$ cat src/rtl/tt_um_bmsce_project_1.sv
// Registered 2-bit unsigned magnitude comparator tile (1-cycle latency).
// Optional macro CMP_DIFF_EN drives |A-B|, MSB-differ and class-change flags on uio_out.
module tt_um_bmsce_project_1 (
   input  logic       clk,
   input  logic       rst_n,
   input  logic       ena,
   input  logic [7:0] ui_in,
   output logic [7:0] uo_out,
   input  logic [7:0] uio_in,
   output logic [7:0] uio_out,
   output logic [7:0] uio_oe
);

   typedef struct packed {
      logic [1:0] max_ab;
      logic       le;
      logic       ge;
      logic       ne;
      logic       lt;
      logic       eq;
      logic       gt;
   } cmp_flags_t;

   logic [1:0] w_a;
   logic [1:0] w_b;
   logic       w_gt;
   logic       w_eq;
   logic       w_lt;
   cmp_flags_t w_flags;
   cmp_flags_t r_flags;
   logic       w_unused;

   assign w_a  = ui_in[1:0];
   assign w_b  = ui_in[3:2];
   assign w_gt = (w_a > w_b);
   assign w_eq = (w_a == w_b);
   assign w_lt = (w_a < w_b);

   assign w_unused = &{1'b0, ui_in[7:4], uio_in};

   always_comb begin
      w_flags        = '0;
      w_flags.gt     = w_gt;
      w_flags.eq     = w_eq;
      w_flags.lt     = w_lt;
      w_flags.ne     = ~w_eq;
      w_flags.ge     = ~w_lt;
      w_flags.le     = ~w_gt;
      w_flags.max_ab = w_gt ? w_a : w_b;
   end

   always_ff @(posedge clk) begin
      if (!rst_n)
         r_flags <= '0;
      else if (ena)
         r_flags <= w_flags;
   end

   assign uo_out = r_flags;

`ifdef CMP_DIFF_EN
   logic [1:0] w_absdiff;
   logic       w_cls_chg;
   logic [3:0] r_diff;

   assign w_absdiff = w_gt ? (w_a - w_b) : (w_b - w_a);
   // Previous class is the registered gt/eq/lt; after reset it is 000, so the
   // first enabled sample always reports a change.
   assign w_cls_chg = ({w_lt, w_eq, w_gt} != {r_flags.lt, r_flags.eq, r_flags.gt});

   always_ff @(posedge clk) begin
      if (!rst_n)
         r_diff <= '0;
      else if (ena)
         r_diff <= {w_cls_chg, w_a[1] ^ w_b[1], w_absdiff};
   end

   assign uio_out = {4'h0, r_diff};
   assign uio_oe  = 8'h0F;
`else
   assign uio_out = 8'h00;
   assign uio_oe  = 8'h00;
`endif

endmodule

$ cat config.mk
export PLATFORM = sky130hd
export DESIGN_NAME = tt_um_bmsce_project_1
export DESIGN_NICKNAME = d
export VERILOG_FILES = /design/src/rtl/tt_um_bmsce_project_1.sv
export SDC_FILE = /design/constraint.sdc
export NUM_CORES = 1
export LEC_CHECK = 0
export BUFFER_PORTS_ARGS = -buffer_cell sky130_fd_sc_hd__buf_4
export CORE_MARGIN = 5
export CORE_UTILIZATION = 36
export DETAILED_ROUTE_END_ITERATION = 8
export GPL_TIMING_DRIVEN = 0
export HOLD_SLACK_MARGIN = 0.06
export PLACE_DENSITY = 0.76
export SLEW_MARGIN = 20
export SYNTH_ARGS = -nofsm -noshare
export SYNTH_HDL_FRONTEND = slang
export SYNTH_SLANG_ARGS = --single-unit
$ cat constraint.sdc
create_clock -name clk -period 1.25 [get_ports clk]
set_input_delay 0.125 -clock clk [delete_from_list [all_inputs] [get_ports clk]]
set_output_delay 0.125 -clock clk [all_outputs]
set_load 0.02 [all_outputs]
==> metrics.yaml <==
place:
  place.gp.congestion: 0.690
  placed_area_um2: 686
  dp_cells: 98
  dp_hpwl_um: 762
  port_buffers: 14
timing:
  finalHoldViolations: 0
  final.setup.tns_ps: 0
  fin_crit_sh: 0.716
  finalSetupViolCount: 0
  slew_viol_final: 0
  rsz0062_at_grt: "no"
  fin_skew_ps: 0
  fin_crit_ps: 895
  max_freq_mhz: 1120
floorplanning:
  rows: 13
  die_w_um: 47.5
  core_area_mm2: 0.00132
  initial_utilization: 0.384
  io_pins: 43
  die_area_mm2: 0.00225
  die_h_um: 47.5
grt:
  grt_overflow: 0
  grt_pass1_wl_mm: 1.41
  grt.total_usage: 0.0892
  antenna_found_initial: 0
  grt_max_degree: 11
  grt_pass1_vias: 345
final_layout:
  final_util: 0.538
  syn2layout_area_growth_pct: 40.1
  layout-drive-gt1-share: 0.453
  final_cell_count_no_fill: 101
  fillerInstances: 132
  design_area_um2: 708
  diodes: 0
  final_nets: 110
  largest_register_ffs: 8
worst_setup_path:
  cp-start-kind: "input pin"
  cp_slowest_cell: "ha_1"
  cp_slowest_stage_delay_ps: 320
  critPathKind: "input pin to register"
  required_ps: 1400
  crit_path_end_kind: "register"
  worst-path-buf-inv: 2
  arrival_ps: 1040
  cpLargestDelayFamily: "compound AO/OA/AOI/OAI gates"
  cp_cell_sequence: "buf_4 -> inv_1 -> ha_1 -> o21bai_1 -> nand3_2 -> o211a_1"
  path_max_fanout: 4
clock_network:
  postCtsHoldBufs: 0
  root_buffer: "clkbuf_4"
  tritoncts: "done"
  cts-buffers-inserted: 3
  clkSlewWorstSetupHoldPaths_ps: 60
  cts_sinks: 8
  clkLatencyLatePin_ps: 250
  cts_resized: 0
  cts_setup_buffers: 0
  cts_buffer_depth: 2
  htreeDepth: 1
routing:
  routed_wl_um: 924
  wire_per_inst_um: 9.15
  firstDrtPassIters: 3
  ant_nets: 0
  vias: 390
  drt_iter0_markers: 3
  route.detailed.drc: 0
  via_per_inst: 3.86
yosys:
  synth.distinct_cells: 21
  synth_top_area_frac: 0.317
  yosysWarnings: 0
  synthCells: 54
  synth_area_leader_cell: "dfxtp_1"
  avgSynthCellArea_um2: 9.36
  synth-seq-cells: 8
  syn_area_um2: 505
  synth_area_leaders: "dfxtp_1 32%, buf_4 24%, ha_1 7.4%"
  yosysSeqAreaShare: 0.317
status:
  status: "finished clean"
flow_run:
  drv_cap: 0
power:
  seq_power_share: 0.393
  combPwrFrac: 0.322
  pwr-share-clk: 0.284
  leakage_nw: 0.403
  p_sw_frac: 0.321
  p_switching_mw: 0.234
  intPower_mw: 0.494
  ir_drop_mv: 0.639
  power_density_mw_per_mm2: 1030
worst_hold_path:
  min_path_type: "input pin to register"
==> area by class of cell <==
| cell class | instances | area (µm²) | area share |
|---|---|---|---|
| well taps | 15 | 18.8 | 0.0265 |
| repair buffers | 14 | 105 | 0.148 |
| multi-input cells | 41 | 259 | 0.366 |
| inverters | 3 | 11.3 | 0.0159 |
| clock buffers | 3 | 22.5 | 0.0318 |
| flip-flops and latches | 8 | 160 | 0.226 |
| plain buffers | 17 | 131 | 0.186 |
==> cells in the mapped netlist <==
master,count
and2b_2,1
o21ai_1,2
o21ba_2,1
inv_1,3
nand3_1,1
ha_1,3
o211a_1,2
a21boi_1,1
dfxtp_1,8
conb_1,1
buf_4,16
buf_6,1
nor2b_1,2
o21ai_2,2
mux2i_1,2
nand2_1,1
nand2b_1,2
a31oi_1,1
nand3_2,1
a21oi_1,2
o21bai_1,1
==> through the flow <==
| stage | total power, mW | hold slack (ps) | setup slack (ps) |
|---|---|---|---|
| after floorplan | 0.461 | 236 | 249 |
| after detailed placement | 0.525 | 400 | 95.2 |
| final | 0.728 | 131 | 355 |
| after global placement | 0.522 | 402 | 108 |
| after global routing | 0.777 | 125 | 293 |
| after CTS | 0.735 | 127 | 359 |
==> power by group through the flow <==
stage	clock network (mW)	registers, mW	logic, mW
6_report	0.207	0.286	0.235
5_1_grt	0.233	0.289	0.256
4_1_cts	0.215	0.286	0.234
3_5_place_dp	0	0.291	0.234
3_3_place_gp	0	0.292	0.231
2_1_floorplan	0	0.316	0.145
==> path summary, 6_finish.rpt <==
path	start	to	slack (ps)	cells after the start
max	ui_in[1]	uo_out[5]$_SDFFE_PN0P_	360	6
min	rst_n	uo_out[6]$_SDFFE_PN0P_	130	3
max reg2reg	uo_out[5]$_SDFFE_PN0P_	uo_out[5]$_SDFFE_PN0P_	640	1
min reg2reg	uo_out[0]$_SDFFE_PN0P_	uo_out[0]$_SDFFE_PN0P_	470	2
==> metal layers <==
layer  up-vias  routed length, µm  global-route usage
li1        212                  -                   -
met1       154                346              0.0979
met2        21                427               0.150
met3         3                129              0.0301
met4         0                 20              0.0497
met5         -                  0                   0
==> kinds of logic after synthesis <==
kind of cell,synth area share
AO/OA/AOI/OAI,0.176
adder cells (fa/ha/maj),0.0743
buffers and inverters,0.282
flip-flops,0.317
multiplexers,0.0396
other,0.00742
AND/OR/NAND/NOR,0.104
==> cells in the final DEF (no fill, tap or decap) <==
master and instances:
nor2b_1 2, mux2i_1 2, and2b_2 1, o21bai_1 1
nand3_2 1, dfxtp_1 8, a21oi_1 2, nand2b_1 2
inv_1 3, a31oi_1 1, o21ba_2 1, buf_4 30
conb_1 16, clkbuf_4 3, buf_6 1, nand2_1 1
a21boi_1 1, nand3_1 1, o21ai_1 2, o21ai_2 2
ha_1 3, o211a_1 2
(Power assumes the default switching activity.)
